<file path="config.mk">
export PLATFORM = sky130hd
export DESIGN_NAME = i2s_rx
export DESIGN_NICKNAME = d
export VERILOG_FILES = /design/src/rtl/i2s_pkg.sv /design/src/rtl/i2s_sync.sv /design/src/rtl/i2s_rx.sv
export SDC_FILE = /design/constraint.sdc
export NUM_CORES = 1
export LEC_CHECK = 0
export ABC_AREA = 1
export ABC_CLOCK_PERIOD_IN_PS = 3000
export CAP_MARGIN = 40
export CORE_MARGIN = 4
export CORE_UTILIZATION = 45
export DETAILED_ROUTE_END_ITERATION = 7
export PLACE_DENSITY = 0.7
export SLEW_MARGIN = 0
export SYNTH_ARGS = -nofsm -noshare
export SYNTH_HDL_FRONTEND = slang
export SYNTH_SLANG_ARGS = --single-unit
</file>
<file path="constraint.sdc">
create_clock -name Clk -period 3 [get_ports Clk]
set_input_delay 0.6 -clock Clk [delete_from_list [all_inputs] [get_ports Clk]]
set_output_delay 0.6 -clock Clk [all_outputs]
set_load 0.005 [all_outputs]
</file>
<file path="src/rtl/i2s_pkg.sv">
// Shared I2S types: receive FSM states, default word width and the stereo pair.
package i2s_pkg;

  localparam int I2S_DEFAULT_WIDTH = 16;
  localparam int I2S_MAX_WIDTH     = 32;

  typedef enum logic [1:0] {SYNC, SHIFT, WAIT} i2s_rx_state_t;

  typedef struct packed {
    logic [I2S_MAX_WIDTH-1:0] left;
    logic [I2S_MAX_WIDTH-1:0] right;
  } sample_pair_t;

endpackage

</file>
<file path="src/rtl/i2s_sync.sv">
// Multi-flop synchronizer for one codec pin with registered rise/fall pulses.
// q is delayed one extra flop so it lines up with the edge pulses.
module i2s_sync #(
  parameter int STAGES = 2
) (
  input  logic clk,
  input  logic rst,
  input  logic d,
  output logic q,
  output logic rise,
  output logic fall
);

  logic [STAGES-1:0] sync_q, sync_d;
  logic dly_q, dly_d;
  logic rise_q, rise_d;
  logic fall_q, fall_d;

  always_comb begin
    sync_d = {sync_q[STAGES-2:0], d};
    dly_d  = sync_q[STAGES-1];
    rise_d = sync_q[STAGES-1] & ~dly_q;
    fall_d = ~sync_q[STAGES-1] & dly_q;
  end

  always_ff @(posedge clk or posedge rst) begin
    if (rst) begin
      sync_q <= '0;
      dly_q  <= 1'b0;
      rise_q <= 1'b0;
      fall_q <= 1'b0;
    end else begin
      sync_q <= sync_d;
      dly_q  <= dly_d;
      rise_q <= rise_d;
      fall_q <= fall_d;
    end
  end

  assign q    = dly_q;
  assign rise = rise_q;
  assign fall = fall_q;

endmodule

</file>
<file path="src/rtl/i2s_rx.sv">
// I2S receiver: oversamples codec sclk/lrclk/din in the system clock domain
// and presents one {left, right} pair per frame on a valid/ready handshake.
module i2s_rx
  import i2s_pkg::*;
#(
  parameter int DATA_WIDTH  = I2S_DEFAULT_WIDTH,
  parameter int SYNC_STAGES = 2
) (
  input  logic                  Clk,
  input  logic                  Reset,
  input  logic                  enable,
  input  logic                  sclk,
  input  logic                  lrclk,
  input  logic                  din,
  output logic [DATA_WIDTH-1:0] sample_left,
  output logic [DATA_WIDTH-1:0] sample_right,
  output logic                  sample_valid,
  input  logic                  sample_ready,
  output logic                  overrun,
  output logic                  frame_err,
  input  logic                  err_clr
);

  localparam int CW = $clog2(DATA_WIDTH + 1);

  logic sclk_rise, lr_s, din_s;
  logic unused_sclk_q, unused_sclk_fall;
  logic unused_lr_rise, unused_lr_fall, unused_din_rise, unused_din_fall;

  i2s_sync #(.STAGES(SYNC_STAGES)) u_sync_sclk (
    .clk(Clk), .rst(Reset), .d(sclk),
    .q(unused_sclk_q), .rise(sclk_rise), .fall(unused_sclk_fall)
  );
  i2s_sync #(.STAGES(SYNC_STAGES)) u_sync_lr (
    .clk(Clk), .rst(Reset), .d(lrclk),
    .q(lr_s), .rise(unused_lr_rise), .fall(unused_lr_fall)
  );
  i2s_sync #(.STAGES(SYNC_STAGES)) u_sync_din (
    .clk(Clk), .rst(Reset), .d(din),
    .q(din_s), .rise(unused_din_rise), .fall(unused_din_fall)
  );

  i2s_rx_state_t        state_q, state_d;
  logic                 chan_q, chan_d;
  logic [CW-1:0]        bit_cnt_q, bit_cnt_d;
  logic [DATA_WIDTH-1:0] shreg_q, shreg_d;
  logic                 lr_prev_q, lr_prev_d;
  logic [DATA_WIDTH-1:0] left_hold_q, left_hold_d;
  logic                 left_ok_q, left_ok_d;
  logic [DATA_WIDTH-1:0] out_left_q, out_left_d;
  logic [DATA_WIDTH-1:0] out_right_q, out_right_d;
  logic                 valid_q, valid_d;
  logic                 ovr_q, ovr_d;
  logic                 ferr_q, ferr_d;

  logic [DATA_WIDTH-1:0] shift_nxt;
  logic [CW-1:0]         cnt_nxt;
  logic                  lr_edge, xfer, commit, set_ovr, set_ferr;

  always_comb begin
    state_d     = state_q;
    chan_d      = chan_q;
    bit_cnt_d   = bit_cnt_q;
    shreg_d     = shreg_q;
    lr_prev_d   = lr_prev_q;
    left_hold_d = left_hold_q;
    left_ok_d   = left_ok_q;
    out_left_d  = out_left_q;
    out_right_d = out_right_q;
    valid_d     = valid_q;
    commit      = 1'b0;
    set_ovr     = 1'b0;
    set_ferr    = 1'b0;

    shift_nxt = {shreg_q[DATA_WIDTH-2:0], din_s};
    cnt_nxt   = bit_cnt_q + CW'(1);
    lr_edge   = sclk_rise && (lr_s != lr_prev_q);
    xfer      = valid_q & sample_ready;

    if (sclk_rise) lr_prev_d = lr_s;

    if (!enable) begin
      state_d   = SYNC;
      bit_cnt_d = '0;
      left_ok_d = 1'b0;
    end else if (sclk_rise) begin
      unique case (state_q)
        SYNC: begin
          if (lr_edge && !lr_s) begin
            state_d   = SHIFT;
            chan_d    = 1'b0;
            bit_cnt_d = '0;
          end
        end
        SHIFT: begin
          if (lr_edge) begin
            // Slot ended early: the partial word is dropped.
            set_ferr  = 1'b1;
            bit_cnt_d = '0;
            chan_d    = 1'b0;
            if (!lr_s) begin
              state_d   = SHIFT;
              left_ok_d = 1'b0;
            end else begin
              state_d = SYNC;
            end
          end else begin
            shreg_d   = shift_nxt;
            bit_cnt_d = cnt_nxt;
            if (cnt_nxt == CW'(DATA_WIDTH)) begin
              state_d = WAIT;
              if (!chan_q) begin
                left_hold_d = shift_nxt;
                left_ok_d   = 1'b1;
              end else if (left_ok_q) begin
                commit    = 1'b1;
                left_ok_d = 1'b0;
              end
            end
          end
        end
        WAIT: begin
          if (lr_edge) begin
            state_d   = SHIFT;
            chan_d    = lr_s;
            bit_cnt_d = '0;
          end
        end
        default: state_d = SYNC;
      endcase
    end

    if (commit) begin
      if (!valid_q || xfer) begin
        out_left_d  = left_hold_q;
        out_right_d = shift_nxt;
        valid_d     = 1'b1;
      end else begin
        set_ovr = 1'b1;
      end
    end else if (xfer) begin
      valid_d = 1'b0;
    end

    ovr_d  = set_ovr  | (ovr_q  & ~err_clr);
    ferr_d = set_ferr | (ferr_q & ~err_clr);
  end

  always_ff @(posedge Clk or posedge Reset) begin
    if (Reset) begin
      state_q     <= SYNC;
      chan_q      <= 1'b0;
      bit_cnt_q   <= '0;
      shreg_q     <= '0;
      lr_prev_q   <= 1'b1;
      left_hold_q <= '0;
      left_ok_q   <= 1'b0;
      out_left_q  <= '0;
      out_right_q <= '0;
      valid_q     <= 1'b0;
      ovr_q       <= 1'b0;
      ferr_q      <= 1'b0;
    end else begin
      state_q     <= state_d;
      chan_q      <= chan_d;
      bit_cnt_q   <= bit_cnt_d;
      shreg_q     <= shreg_d;
      lr_prev_q   <= lr_prev_d;
      left_hold_q <= left_hold_d;
      left_ok_q   <= left_ok_d;
      out_left_q  <= out_left_d;
      out_right_q <= out_right_d;
      valid_q     <= valid_d;
      ovr_q       <= ovr_d;
      ferr_q      <= ferr_d;
    end
  end

  assign sample_left  = out_left_q;
  assign sample_right = out_right_q;
  assign sample_valid = valid_q;
  assign overrun      = ovr_q;
  assign frame_err    = ferr_q;

endmodule
</file>
-- Yosys cells after proc, flatten, opt, wreduce, memory -nomap -nowiden
Index checks and enable logic that the tools add are counted.
- add/sub/neg operators: 1
- equality and inequality tests: 16
- multiplexer cells: 41
- bitwise logic cells: 10
- reductions and logical operators: 16
- operators with widths (cell ; number):
    $mux 1 ; 27
    $mux 5 ; 5
    $reduce_and 4->1 ; 4
    $pmux 5 s3 ; 1
    $mux 2 ; 6
    $reduce_and 6->1 ; 2
    $ne 3x3->1 const B ; 3
    $ne 2x1->1 const B ; 3
    $ne 2x2->1 const B ; 3
    $pmux 2 s3 ; 1
    $add 5x1->5 const B ; 1
    $eq 5x5->1 const B ; 1
    $and 1x1->1 ; 4
    $ne 4x1->1 const B ; 1
    $ne 4x4->1 const B ; 1
    $not 1->1 ; 4
    $reduce_and 2->1 ; 2
    $ne 3x1->1 const B ; 1
    $pmux 1 s3 ; 1
    $reduce_bool 3->1 ; 1
    $eq 2x1->1 const B ; 1
    $eq 2x2->1 const B ; 1
    $logic_and 1x1->1 ; 2
    $logic_not 1->1 ; 2
    5 further kinds ; 6
- register bits: 86
- output and inout bits: 35
- logic and storage cells: 103

-- Depth between registers and ports, before layout
- depth in word-level cells: 9
- gate-level depth with buffers: 10

-- Hierarchy
From an unflattened synthesis, not the netlist that was laid out.
- cell total of the unflattened synthesis: 417
- area total of the unflattened synthesis: 3880.0 um^2
- by module, submodules not included (module ; instances ; cells an instance ; area an instance (um^2)):
    i2s_rx ; 1 ; 387 ; 3448.3
    i2s_sync ; 3 ; 10 ; 143.9

-- Worst setup path before layout
OpenSTA, ideal clock, no wires.
- path type: flip-flop to flip-flop
- from: reg bit_cnt_q[0]
- to: reg out_left_q[11], in the netlist sample_left[11]
- setup time: 0.118 ns
- data arrival time: 1.508 ns
- required time: 2.882 ns
- path slack: 1.375 ns
- cell stages (with the launch flop): 11
- path buffers: 1
- period minus slack after synthesis: 1.625 ns
- path through: dfrtp_1 ha_1 inv_1 nand2_1 nand2_1 nand3_2 nor2_8 nand3_4 buf_6 nand2_1 nand2_1
- word-level cells in the longest chain between the ends: 8
- RTL lines (what ; RTL line ; text):
    start, declared ; i2s_rx.sv:45 ; logic [CW-1:0] bit_cnt_q, bit_cnt_d;
    start signal, assigned ; i2s_rx.sv:166 ; bit_cnt_q <= bit_cnt_d;
    $add 5x1->5 ; i2s_rx.sv:76 ; cnt_nxt = bit_cnt_q + CW'(1);
    $eq 5x5->1 ; i2s_rx.sv:110 ; if (cnt_nxt == CW'(DATA_WIDTH)) begin
    $mux 1 ; i2s_rx.sv:110 ;
    $mux 1 ; i2s_rx.sv:96 ; if (lr_edge) begin
    $mux 1 ; i2s_rx.sv:87 ; unique case (state_q)
    $mux 1 ; i2s_rx.sv:86 ; end else if (sclk_rise) begin
    $mux 1 ; i2s_rx.sv:82 ; if (!enable) begin
    $reduce_and 2->1 (no line) ; n/a ;
    end signal, assigned ; i2s_rx.sv:171 ; out_left_q <= out_left_d;
    end, declared ; i2s_rx.sv:50 ; logic [DATA_WIDTH-1:0] out_left_q, out_left_d;
No other way between the ends.
A chain may end at the register's enable or synchronous reset.

-- Final worst setup path
- from: reg bit_cnt_q[0]
- to: reg out_left_q[1], in the netlist sample_left[1]
Same word-level chain as after synthesis.

==> results.tsv <==
metric	value	unit
required	3250	ps
clkSinkCount	86	
htree_levels	3	
dpl.hpwl	5044	um
worst_pin_slew	832.5	ps
drv_slew	0	
place_ws	624.1	ps
num_antenna_cells	0	
rows	33	
first_iter_violations	196	
p_leak	2.266	nW
die-area	0.009878	mm^2
p_clk_share	34.1	%
fp.coreArea	0.008175	mm^2
cts_tree	built	
ios	43	
cts_hold_buf	0	
relSlewSlack	44.36	%
ant_nets	0	
yosysSeqAreaShare	57.29	%
wire_per_inst	13.25	um
drtPass1Iterations	4	
synth_warnings	0	
drive_above_1_share	8.114	%
grt_first_pass_wirelength	13160	um
gp_congestion	0.8751	
synth_seq_cells	86	
cap_violations	0	
synth.distinct_cells	26	
combPwrFrac	9.1	%
vias_per_cell	5.100	
final_cell_count_no_fill	561	
avgSynthCellArea	9.123	um^2
outcome	finished, final reports clean	
max_freq	446.0	MHz
drc	0	
finalPower	2.445	mW
fin_ws	757.9	ps
via_count	2861	
antenna_found_initial	0	
grt_pass1_vias	2755	
track_usage	16.40	%
cellPowerDensity	553.0	mW/mm^2
worstHoldPathType	reg2reg	
power_frac_seq	56.8	%
switching_power	0.6933	mW
crit_path_max_fanout	32	
root_buffer	clkbuf_8	
clock_skew	5.755	ps
die_w	99.39	um
synth_fp_nets	426	
clk_latency	350	ps
switching_share	28.35	%
ctsResizeCount	0	
crit_path_end_kind	flop	
peakVddDrop	0.3371	mV
area_growth	17.64	%
die_h	99.39	um
cts_buffer_depth	2	
setup_viol	0	
grt_start_max_net_pins	67	
setup_tns	0	ps
synthCells	412	
wl	7431	um
cts-buffers-inserted	9	
start_util	45.97	%
fin_crit_sh	74.74	%
syn_area	0.003759	mm^2
critical_path_class	reg2reg	
nNetsFinal	465	
rsz0062_at_grt	no	
worstPathArrival	2490	ps
grt-ovfl-total	0	
startpoint_type	flop	
cts_setup_buffers	0	
finalHoldViolations	0	
portBuffers	42	
internal_power	1.752	mW
clk_pin_slew_worst_paths	90	ps
dp.cells	545	
fin_crit	2242	ps
## layer usage
| metal | vias up | track usage, % | share of wire (%) |
|---|---|---|---|
| met1 | 1382 | 22.59 | 48 |
| li1 | 1427 | - | - |
| met3 | 14 | 3.296 | 3.3 |
| met2 | 38 | 25.77 | 47 |
| met4 | 0 | 6.197 | 1.7 |
| met5 | - | 0 | 0 |
## kinds of logic (layout without fill, tap and decap cells)
logic type      count (synthesis)  count (layout)  share of synthesized area [%]
compound gates                 27              27                          3.662
fa+ha+maj                       6               6                          1.997
buf+inv                        48              92                          6.824
flops                          86              86                          57.29
simple gates                  245             245                          30.23
## final timing paths
check	from	to	slack, ps	cells past startpoint
max	bit_cnt_q[0]	sample_left[1]	760	9
min reg2reg	u_sync_din.sync_q[0]	u_sync_din.sync_q[1]	360	0
min	u_sync_din.sync_q[0]	u_sync_din.sync_q[1]	360	0
max reg2reg	bit_cnt_q[0]	sample_left[1]	760	9
min in group asynchronous	Reset	bit_cnt_q[2]	540	2
max in group asynchronous	Reset	sample_right[4]	1820	3
## metrics by stage
step	instance area [um^2]	utilization, %	hold WS (ps)
6_report	4422	54.09	356.0
4_1_cts	4422	54.09	358.9
3_5_place_dp	4218	51.59	337.9
5_1_grt	4422	54.09	363.2
2_1_floorplan	3759	-	331.2
3_3_place_gp	4218	51.59	333.3
## cell usage in the layout (no fill, tap or decap)
cell / netlist / routed
nor2_8: 1 / 1
nor2_4: 1 / 1
nand3_4: 1 / 1
clkbuf_8: 0 / 9
o31ai_1: 1 / 1
clkdlybuf4s50_1: 0 / 42
buf_4: 7 / 5
nand2_2: 1 / 1
inv_2: 2 / 2
dfrtp_1: 85 / 85
nand2_1: 158 / 158
nand2_4: 2 / 2
clkinv_1: 1 / 1
or3b_2: 1 / 1
clkinvlp_4: 0 / 2
nor2_1: 12 / 12
dfstp_2: 1 / 1
a21oi_1: 10 / 10
o21ai_1: 3 / 3
nand3_1: 28 / 28
bufinv_16: 0 / 1
o21ai_0: 13 / 13
inv_1: 25 / 24
inv_6: 0 / 3
nand4_1: 36 / 36
nand3_2: 3 / 3
buf_12: 0 / 1
nor3_4: 1 / 1
clkinv_2: 0 / 1
ha_1: 6 / 6
clkinv_4: 0 / 1
## sequential cells by signal, summed over array words and instances, names as in the netlist
signal,cells
u_sync_sclk.q,1
frame_err,1
left_hold_q,16
lr_prev_q,1
u_sync_lr.sync_q,2
u_sync_din.q,1
u_sync_lr.q,1
u_sync_sclk.rise,1
overrun,1
left_ok_q,1
bit_cnt_q,5
state_q,2
chan_q,1
sample_valid,1
u_sync_sclk.sync_q,2
u_sync_din.sync_q,2
shreg_q,15
sample_left,16
sample_right,16
## area by class of cell
cell class                 count  area [um^2]
fill                         757         3754
multi-input combinational    278         1349
tap                          105        131.4
timing repair buffer          48        478.0
sequential                    86         2153
clock inverter                 7        80.08
inverter                      28        106.4
clock buffer                   9        123.9
## cells in the mapped netlist
| cell type | count | share of area, % |
|---|---|---|
| dfrtp_1 | 85 | 57 |
| nor2_4 | 1 | 0.30 |
| nand2_1 | 158 | 16 |
| or3b_2 | 1 | 0.23 |
| nor2_1 | 12 | 1.2 |
| o31ai_1 | 1 | 0.20 |
| nand2_4 | 2 | 0.60 |
| nand3_2 | 3 | 0.80 |
| nand3_4 | 1 | 0.47 |
| dfstp_2 | 1 | 0.70 |
| a21oi_1 | 10 | 1.3 |
| nand2_2 | 1 | 0.17 |
| inv_1 | 25 | 2.5 |
| nor3_4 | 1 | 0.43 |
| nand4_1 | 36 | 6.0 |
| inv_2 | 2 | 0.20 |
| clkinv_1 | 1 | 0.10 |
| buf_4 | 7 | 1.4 |
| buf_2 | 4 | 0.53 |
| o21ai_0 | 13 | 1.7 |
| nor2_8 | 1 | 0.53 |
| buf_6 | 6 | 1.8 |
| nand3_1 | 28 | 3.7 |
| clkbuf_1 | 3 | 0.30 |
| o21ai_1 | 3 | 0.40 |
| ha_1 | 6 | 2.0 |
## power by group through the flow
stage	Sequential, mW	Combinational (mW)	Clock (mW)
floorplan	1.38	0.173	0
global placement	1.41	0.215	0
detailed placement	1.41	0.224	0
CTS	1.39	0.225	0.854
global route	1.41	0.263	0.902
finish	1.39	0.222	0.835
## critical path: stages, from the launching register on
cell     delay [ps]
dfrtp_1         460
ha_1            290
inv_1            90
nand2_1          50
nand2_1          70
nand3_2         120
nor2_8          400
nand3_4         400
nand2_1         170
nand2_1          60
Power figures use the tool's default switching activity.
